File: config.mk
export PLATFORM = sky130hd
export DESIGN_NAME = fetch_unit_flat
export DESIGN_NICKNAME = d
export VERILOG_FILES = /design/src/rtl/cpu_pkg.sv /design/src/rtl/fetch_unit_if.sv /design/src/rtl/fetch_fifo.sv /design/src/rtl/fetch_unit.sv /design/src/flat_wrapper.sv
export SDC_FILE = /design/constraint.sdc
export NUM_CORES = 1
export LEC_CHECK = 0
export CAP_MARGIN = 20
export CORE_MARGIN = 3
export CORE_UTILIZATION = 50
export CTS_BUF_LIST = sky130_fd_sc_hd__clkbuf_8
export DETAILED_ROUTE_END_ITERATION = 8
export PLACE_DENSITY_LB_ADDON = 0.3
export SYNTH_ARGS = -nofsm -noshare
export SYNTH_HDL_FRONTEND = slang
export SYNTH_HIERARCHICAL = 1
export SYNTH_SLANG_ARGS = --single-unit
File: constraint.sdc
create_clock -name clk -period 2.49 [get_ports clk]
set_input_delay 0.6225 -clock clk [delete_from_list [all_inputs] [get_ports clk]]
set_output_delay 0.6225 -clock clk [all_outputs]
set_load 0.02 [all_outputs]
File: src/rtl/cpu_pkg.sv
// Shared core types: word width, PC step, fetch FSM states and fetch buffer entries.
package cpu_pkg;

    localparam int WORD_SIZE = 32;
    localparam logic [WORD_SIZE-1:0] PC_STEP = 32'd4;

    typedef enum logic [1:0] {
        IDLE    = 2'd0,
        WAIT    = 2'd1,
        DISCARD = 2'd2
    } fetch_state_t;

    typedef struct packed {
        logic [WORD_SIZE-1:0] pc;
        logic [WORD_SIZE-1:0] instr;
    } fetch_entry_t;

endpackage

File: src/rtl/fetch_unit_if.sv
// Fetch stage bundle: execute redirect, instruction-memory req/ack port, decoder valid/ready port.
interface fetch_unit_if;
    import cpu_pkg::*;

    // imem: imem_req/imem_addr hold until imem_ack (which may be same-cycle combinational);
    // decode: a transfer happens on a cycle with instr_valid & instr_ready, head is stable otherwise.
    logic                 redirect;
    logic [WORD_SIZE-1:0] redirect_pc;
    logic                 imem_req;
    logic [WORD_SIZE-1:0] imem_addr;
    logic                 imem_ack;
    logic [WORD_SIZE-1:0] imem_rdata;
    logic                 instr_valid;
    logic [WORD_SIZE-1:0] instr;
    logic [WORD_SIZE-1:0] instr_pc;
    logic                 instr_ready;

    modport master (
        input  redirect, redirect_pc, imem_ack, imem_rdata, instr_ready,
        output imem_req, imem_addr, instr_valid, instr, instr_pc
    );

    modport slave (
        output redirect, redirect_pc, imem_ack, imem_rdata, instr_ready,
        input  imem_req, imem_addr, instr_valid, instr, instr_pc
    );

endinterface

File: src/rtl/fetch_fifo.sv
// Small synchronous FIFO of fetched {pc, instr} entries; flush overrides push and pop.
module fetch_fifo
    import cpu_pkg::*;
#(
    parameter int DEPTH = 2
) (
    input  logic                             clk,
    input  logic                             reset,
    input  logic                             flush,
    input  logic                             push,
    input  fetch_entry_t                     data_in,
    input  logic                             pop,
    output fetch_entry_t                     head,
    output logic [$clog2(DEPTH+1)-1:0]       count,
    output logic                             full,
    output logic                             empty
);

    localparam int CW = $clog2(DEPTH + 1);
    localparam int AW = (DEPTH > 1) ? $clog2(DEPTH) : 1;
    localparam logic [CW-1:0] DEPTH_C = CW'(DEPTH);
    localparam logic [AW-1:0] LAST_C  = AW'(DEPTH - 1);

    fetch_entry_t  mem [DEPTH];
    logic [AW-1:0] wr_ptr;
    logic [AW-1:0] rd_ptr;
    logic          do_push;
    logic          do_pop;

    assign full    = (count == DEPTH_C);
    assign empty   = (count == '0);
    assign do_pop  = pop & ~empty;
    assign do_push = push & (~full | do_pop);
    assign head    = mem[rd_ptr];

    always_ff @(posedge clk or negedge reset) begin
        if (!reset) begin
            wr_ptr <= '0;
            rd_ptr <= '0;
            count  <= '0;
            for (int i = 0; i < DEPTH; i++) begin
                mem[i] <= '0;
            end
        end else if (flush) begin
            wr_ptr <= '0;
            rd_ptr <= '0;
            count  <= '0;
        end else begin
            if (do_push) begin
                mem[wr_ptr] <= data_in;
                wr_ptr      <= (wr_ptr == LAST_C) ? '0 : wr_ptr + 1'b1;
            end
            if (do_pop) begin
                rd_ptr <= (rd_ptr == LAST_C) ? '0 : rd_ptr + 1'b1;
            end
            count <= count + CW'(do_push) - CW'(do_pop);
        end
    end

endmodule

File: src/rtl/fetch_unit.sv
// Instruction fetch stage: fetch PC, single-outstanding imem request FSM and a small instruction buffer.
module fetch_unit
    import cpu_pkg::*;
#(
    parameter int                   FIFO_DEPTH = 2,
    parameter logic [WORD_SIZE-1:0] RESET_PC   = '0
) (
    input  logic          clk,
    input  logic          reset,
    fetch_unit_if.master  bus,
    output fetch_state_t  state
);

    localparam int CW = $clog2(FIFO_DEPTH + 1);
    localparam logic [CW-1:0] DEPTH_C = CW'(FIFO_DEPTH);

    logic [WORD_SIZE-1:0] fetch_pc;
    logic [WORD_SIZE-1:0] imem_addr;
    logic                 imem_req;
    logic [WORD_SIZE-1:0] pc_inc;
    logic [WORD_SIZE-1:0] redirect_target;
    logic                 push;
    logic                 pop;
    logic                 full;
    logic                 empty;
    logic [CW-1:0]        count;
    logic [CW-1:0]        count_next;
    fetch_entry_t         head;
    fetch_entry_t         entry_in;

    assign pc_inc          = fetch_pc + PC_STEP;
    assign redirect_target = bus.redirect_pc & ~WORD_SIZE'(3);

    // A redirect voids both the push of in-flight data and any decoder pop.
    assign push       = (state == WAIT) & bus.imem_ack & ~bus.redirect & ~full;
    assign pop        = bus.instr_valid & bus.instr_ready & ~bus.redirect;
    assign count_next = count + CW'(push) - CW'(pop & ~empty);

    assign entry_in.pc    = imem_addr;
    assign entry_in.instr = bus.imem_rdata;

    fetch_fifo #(.DEPTH(FIFO_DEPTH)) u_fifo (
        .clk     (clk),
        .reset   (reset),
        .flush   (bus.redirect),
        .push    (push),
        .data_in (entry_in),
        .pop     (pop),
        .head    (head),
        .count   (count),
        .full    (full),
        .empty   (empty)
    );

    always_ff @(posedge clk or negedge reset) begin
        if (!reset) begin
            state     <= IDLE;
            fetch_pc  <= RESET_PC;
            imem_addr <= '0;
            imem_req  <= 1'b0;
        end else begin
            case (state)
                IDLE: begin
                    if (bus.redirect) begin
                        fetch_pc <= redirect_target;
                    end else if (count < DEPTH_C) begin
                        imem_addr <= fetch_pc;
                        imem_req  <= 1'b1;
                        state     <= WAIT;
                    end
                end
                WAIT: begin
                    if (bus.redirect) begin
                        fetch_pc <= redirect_target;
                        if (bus.imem_ack) begin
                            imem_req <= 1'b0;
                            state    <= IDLE;
                        end else begin
                            state <= DISCARD;
                        end
                    end else if (bus.imem_ack) begin
                        fetch_pc <= pc_inc;
                        if (count_next < DEPTH_C) begin
                            imem_addr <= pc_inc;
                        end else begin
                            imem_req <= 1'b0;
                            state    <= IDLE;
                        end
                    end
                end
                DISCARD: begin
                    // The stale request must still complete before a new one may issue.
                    if (bus.redirect) begin
                        fetch_pc <= redirect_target;
                    end
                    if (bus.imem_ack) begin
                        imem_req <= 1'b0;
                        state    <= IDLE;
                    end
                end
                default: begin
                    imem_req <= 1'b0;
                    state    <= IDLE;
                end
            endcase
        end
    end

    assign bus.imem_req    = imem_req;
    assign bus.imem_addr   = imem_addr;
    assign bus.instr_valid = ~empty;
    assign bus.instr       = head.instr;
    assign bus.instr_pc    = head.pc;

endmodule

File: src/flat_wrapper.sv
// flat-port wrapper written by rule: the top's interface ports become plain ports
module fetch_unit_flat import cpu_pkg::*;
#(
    parameter int                   FIFO_DEPTH = 2,
    parameter logic [WORD_SIZE-1:0] RESET_PC   = '0
)
  (clk, reset, state, bus_redirect, bus_redirect_pc, bus_imem_ack, bus_imem_rdata, bus_instr_ready, bus_imem_req, bus_imem_addr, bus_instr_valid, bus_instr, bus_instr_pc);
  fetch_unit_if bus_i ();
  input  logic clk;
  input  logic reset;
  output fetch_state_t state;
  input wire logic [$bits(bus_i.redirect)-1:0] bus_redirect;
  input wire logic [$bits(bus_i.redirect_pc)-1:0] bus_redirect_pc;
  input wire logic [$bits(bus_i.imem_ack)-1:0] bus_imem_ack;
  input wire logic [$bits(bus_i.imem_rdata)-1:0] bus_imem_rdata;
  input wire logic [$bits(bus_i.instr_ready)-1:0] bus_instr_ready;
  output wire logic [$bits(bus_i.imem_req)-1:0] bus_imem_req;
  output wire logic [$bits(bus_i.imem_addr)-1:0] bus_imem_addr;
  output wire logic [$bits(bus_i.instr_valid)-1:0] bus_instr_valid;
  output wire logic [$bits(bus_i.instr)-1:0] bus_instr;
  output wire logic [$bits(bus_i.instr_pc)-1:0] bus_instr_pc;
  assign bus_i.redirect = bus_redirect;
  assign bus_i.redirect_pc = bus_redirect_pc;
  assign bus_i.imem_ack = bus_imem_ack;
  assign bus_i.imem_rdata = bus_imem_rdata;
  assign bus_i.instr_ready = bus_instr_ready;
  assign bus_imem_req = bus_i.imem_req;
  assign bus_imem_addr = bus_i.imem_addr;
  assign bus_instr_valid = bus_i.instr_valid;
  assign bus_instr = bus_i.instr;
  assign bus_instr_pc = bus_i.instr_pc;
  fetch_unit #(.FIFO_DEPTH(FIFO_DEPTH), .RESET_PC(RESET_PC)) u_core (.clk(clk), .reset(reset), .bus(bus_i), .state(state));
endmodule
* Word-level counts from Yosys, hierarchy flattened
Index checks and enable logic that the tools add are counted.
** Storage, ports and cells
- Register bits after elaboration :: 199
- Bits of input ports :: 69
- Output and inout port bits :: 100
- Logic and storage cells :: 101
** Operators by class
- Add/subtract/negate cells :: 7
- Magnitude comparators :: 5
- Eq/ne operators :: 12
- Mux-type cells :: 38
- Bitwise operators :: 15
- Reduce and logical (&&, ||, !) cells :: 13
** Operators by type and width (number)
- $mux W32 :: 8
- $mux W64 :: 4
- $bwmux W128 :: 1
- $pmux W32 S2 :: 2
- $demux W64 S1 :: 1
- $add A32 B3 Y32 const B :: 1
- $mux W2 :: 8
- $mux W1 :: 12
- $ne A2 B2 Y1 const B :: 5
- $reduce_bool A2 Y1 :: 4
- $and A1 B1 Y1 :: 7
- $ne A3 B3 Y1 const B :: 2
- $not A1 Y2 :: 3
- $pmux W2 S3 :: 1
- $reduce_and A6 Y1 :: 1
- $reduce_and A5 Y1 :: 1
- $add A2 B1 Y2 :: 2
- $eq A2 B2 Y1 const B :: 2
- $ge A2 B2 Y1 const B :: 2
- $logic_not A2 Y1 :: 2
- $lt A2 B2 Y1 const B :: 2
- $ne A2 B1 Y1 const B :: 2
- $reduce_and A4 Y1 :: 1
- $not A1 Y1 :: 3
- 12 further kinds :: 13

* Longest topological paths before layout
- Depth in word-level cells :: 11
- Depth in mapped cells :: 9
- Mapped depth without buffers :: 9

* By module
Netlist, hierarchy kept.
** By module, submodules not included
- fetch_fifo :: instances 1, cells each 365, area an instance 5979.5 sq um, sequential area each 3303.2 sq um
- fetch_unit :: instances 1, cells each 453, area an instance 3848.7 sq um, sequential area each 1576.5 sq um

* Worst setup path before layout
OpenSTA, ideal clock, no wires.
- Kind :: input -> register
- From :: input bus_redirect
- To :: register u_core.imem_addr[3] (netlist: u_core/bus.imem_addr[3])
- Setup time :: 0.082 ns
- Arrival :: 2.333 ns
- Data required time :: 2.408 ns
- Setup slack :: 0.075 ns
- Cell stages on the path :: 9
- Buffers on the path :: 2
- Cells stage by stage :: clkbuf_1 -> nor3b_1 -> ha_1 -> or3_1 -> and2_1 -> o211ai_2 -> buf_2 -> nor2_1 -> a31oi_1
** Between the ends
- Longest elaborated chain between the ends :: 8
- Elaborated cells on any way between the ends :: 12
- Those cells by class :: add/sub (2); order compare (1); eq/ne (3); bitwise (5); reduce/logical (1)
** Ends and longest elaborated chain
- start, declared :: RTL line flat_wrapper.sv:12 : input wire logic [$bits(bus_i.redirect)-1:0] bus_redirect;
- $not A1 Y1 (no line)
- $and A1 B1 Y1 (2 in a row) :: RTL line fetch_unit.sv:35 : assign push = (state == WAIT) & bus.imem_ack & ~bus.redirect & ~full;
- $add A2 B1 Y2 :: RTL line fetch_unit.sv:37 : assign count_next = count + CW'(push) - CW'(pop & ~empty);
- $sub A2 B2 Y2 :: RTL line fetch_unit.sv:37
- $lt A2 B2 Y1 :: RTL line fetch_unit.sv:83 : if (count_next < DEPTH_C) begin
- $ne A2 B2 Y1 (no line)
- $reduce_and A6 Y1 (no line) *
- end signal, assigned :: RTL line fetch_unit.sv:67 : imem_addr <= fetch_pc;
- end signal, assigned :: RTL line fetch_unit.sv:84 : imem_addr <= pc_inc;
- end, declared :: RTL line fetch_unit.sv:18 : logic [WORD_SIZE-1:0] imem_addr;
Every way passes the cells marked *; elsewhere a longest branch is shown, timed or not.
A chain may end at the register's enable or synchronous reset.

* Final worst setup path
- From :: input bus_instr_ready
- To :: register u_core.imem_addr[10] (netlist: u_core/bus.imem_addr[10])
** Between the ends
- Longest elaborated chain between the ends :: 7
** Ends and longest elaborated chain
- start, declared :: RTL line flat_wrapper.sv:16 : input wire logic [$bits(bus_i.instr_ready)-1:0] bus_instr_ready;
- $and A1 B1 Y1 (2 in a row) :: RTL line fetch_unit.sv:36 : assign pop = bus.instr_valid & bus.instr_ready & ~bus.redirect;
- $and A1 B2 Y2 :: RTL line fetch_unit.sv:37
- $sub A2 B2 Y2 :: RTL line fetch_unit.sv:37
- $lt A2 B2 Y1 :: RTL line fetch_unit.sv:83
- $ne A2 B2 Y1 (no line)
- $reduce_and A6 Y1 (no line)
Every way passes these cells.

==> reports/results.tsv <==
metric	value	unit
Post-Synth Adder-Cell Area	0.509	%
# port buffers	164	
Syn-to-layout area delta	23.8	%
final setup fails	0	
synthesized flop and latch total	195	
share of cells above drive strength 1	33.2	%
Synth Area per Inst	12.0	um^2
pre-CTS WS	-0.397	ns
CTS Root Cell	clkbuf_8	
Max Cap Violations	0	
FP Rows	50	
Initial DRT Pass Iterations	5	
Fin. Hold Viols	0	
Yosys warning count	6	
RSZ-0062 raised after global routing	true	
xor-xnor portion of the synthesized cell area	3.03	%
placed cell areas	0.0120	mm^2
Max Clock Skew	0.0188	ns
die width	146	um
# diodes	0	
Tcrit/Tclk final	97.0	%
Async S/R FF share, synth	100	%
Seq/Total Area, Yosys	49.6	%
Max Freq	414	MHz
vias post-DR	7000	
largest net degree at the start of global routing	75	
CTS tree	yes	
initial core utilization	51.7	%
H-tree Lvls	4	
PwrDens	818	mW/mm^2
critical path capture point type	flip-flop	
CORE AREA	0.0190	mm^2
minimum clock period	2.41	ns
status	finished clean	
Synth Area in Compound Gates	7.91	%
crit path DAT	2.80	ns
# nets final	1070	
DRT antenna net count	0	
crit path max fanout	60	
die area	0.0214	mm^2
number of global-route vias before repair	7104	
startpoint class of the critical path	input port	
WS Path Type	in -> reg	
Clk Latency, worst-skew pair	0.46	ns
simple-gate share of the synthesized area	10.6	%
Mapped Area	0.00983	mm^2
Post-synth EDFFs	0	
drt initial violations	354	
Final Routed Wirelength	23600	um
Total Routing Usage GR	22.3	%
Cells after Synth	818	
multi-input logic area	0.00462	mm^2
# DRC	0	
setup ws final	0.0757	ns
routability cong.	0.923	
Worst VDD drop	0.382	mV
DIE HEIGHT	146	um
GRT overflow	0	
vias per inst	5.51	
required time of the worst setup path	2.87	ns
Ports	169	
Design Area, Final	0.0122	mm^2
initial antenna violation count	0	
hpwl dp	16400	um
distinct cell type count after synthesis	58	
cts hold-fix bufs	0	
Inserted Clock Buffers	17	
Filler Cell Count	1550	
final core utilization	64.0	%
first-pass GRT wire length	38600	um
mux cell area share after synthesis	24.4	%
buffer depth of the longest clock path	2	
Sink Count	195	
max-slew violation count	0	
LEAKAGE	0.00519	uW
top_reg_cell synth	dfrtp_1	
Clock transition at path regs	0.11	ns
FF/Latch Area	0.00488	mm^2
largest family of logic cells by synthesized area	multiplexers	
worst min path class	in -> async	
drt wl/cell	18.6	um
[final timing paths]
check / from / end / slack (ns) / cells after the start
worst max-delay path: bus_instr_ready / u_core/bus.imem_addr[10] / 0.08 / 9
worst min-delay path: reset / u_core/u_fifo/mem[70] / 0.11 / 1
worst max register to register: u_core/u_fifo/count[0] / u_core/bus.imem_addr[10] / 0.17 / 9
worst min register to register: u_core/u_fifo/mem[63] / u_core/u_fifo/mem[63] / 0.50 / 1
max in group asynchronous: reset / u_core/u_fifo/mem[86] / 1.63 / 2
min in group clk: u_core/u_fifo/mem[63] / u_core/u_fifo/mem[63] / 0.50 / 1
[worst max-delay path, cell delays in order]
cell and delay, ns:
clkdlybuf4s50_1 0.47, nor3b_1 0.19, ha_1 0.27, or3_1 0.33
and2_1 0.20, o211ai_4 0.20, buf_12 0.26, nor2_1 0.07
a21oi_1 0.16
[kinds of logic (layout without fill, tap and decap cells)]
| group | after synthesis | in the layout |
|---|---|---|
| muxes | 193 | 193 |
| and+or+nand+nor | 197 | 197 |
| DFF | 195 | 195 |
| adders and majority gates | 4 | 4 |
| AOI/OAI and AO/OA | 128 | 128 |
| xor gates and xnor gates | 34 | 34 |
| other | 1 | 6 |
| buffers and inverters | 66 | 253 |
[flip-flops by register name, indices dropped and copies added, names as in the netlist]
| name | flops |
|---|---|
| u_core/fetch_pc | 30 |
| u_core/bus.imem_addr | 30 |
| u_core/u_fifo/wr_ptr | 1 |
| u_core/u_fifo/mem | 128 |
| u_core/bus.imem_req | 1 |
| u_core/u_fifo/count | 2 |
| u_core/state | 2 |
| u_core/u_fifo/rd_ptr | 1 |
[power by group]
part / internal (uW) / total, uW / switching [uW] / leakage, uW
logic: 1710 / 3470 / 1760 / 0.00263
registers: 3930 / 4520 / 589 / 0.00237
clock network: 737 / 1970 / 1230 / 0.000186
[Yosys cell counts, types with 4 or more instances]
cell type,n,area share [%]
a211oi_1,10,0.76
dfrtp_1,195,50
xor2_1,7,0.62
nand2_1,34,1.3
inv_1,9,0.34
a21oi_1,64,3.3
and4_1,7,0.62
mux2_2,128,15
mux2_4,60,9.2
and2_1,7,0.45
clkbuf_1,15,0.57
o21ai_0,14,0.71
or3_1,4,0.25
buf_2,20,1.0
and3_1,8,0.51
mux2_1,4,0.46
nor3_1,6,0.31
o22ai_1,6,0.38
buf_4,15,1.1
xnor2_1,27,2.4
a2bb2oi_1,4,0.36
nand3_1,13,0.66
buf_6,7,0.80
a31oi_1,6,0.38
ha_1,4,0.51
o31ai_1,4,0.31
nor2b_1,5,0.32
nor2_1,75,2.9
nor3_2,6,0.61
nor4_1,5,0.32
nand4_1,9,0.57
[layout make-up]
class | instances | area share [%]
clock buffer | 17 | 1.92
clock inverter | 15 | 1.16
multi-input combinational | 562 | 38.0
timing repair buffer | 212 | 15.9
inverter | 9 | 0.278
tap | 260 | 2.67
sequential | 195 | 40.1
[per-layer routing]
metal	share of wire [%]	up-vias	global-route usage [%]	routed length (um)
met5	0	-	0	0
met4	1.5	0	5.36	363
met3	4.8	21	4.59	1130
met2	48	236	35.5	11300
met1	46	3467	31.5	10800
li1	-	3276	-	-
[per-stage QoR]
step	total power (uW)	hold WS [ns]	std cells	TNS (ns)
6_report	9950	0.106	1270	0
4_1_cts	10200	0.0823	1269	0
3_3_place_gp	8310	0.462	1233	-36.86
3_5_place_dp	8430	0.474	1233	-36.84
2_1_floorplan	6630	0.327	823	0
5_1_grt	10500	0.0799	1270	-0.00370
[what timing repair did]
item / in CTS / in global routing
endpoints found under the setup margin: 64 / 45
buffers inserted: 3 / 0
cloned: 1 / 1
resized for setup: 133 / 51
[cell usage in the layout (no fill, tap or decap), types with 14 or more instances in the layout]
cell type / netlist / routed
xnor2_1: 27 / 27
buf_2: 20 / 25
clkbuf_8: 0 / 18
dlygate4sd2_1: 0 / 18
mux2_4: 60 / 60
o21ai_0: 14 / 14
nand2_1: 34 / 34
mux2_2: 128 / 128
dfrtp_1: 195 / 194
clkdlybuf4s50_1: 0 / 99
a21oi_1: 64 / 64
nor2_1: 75 / 75
clkbuf_2: 0 / 21
buf_4: 15 / 34
Note: power is estimated with default switching activity, not from simulation.
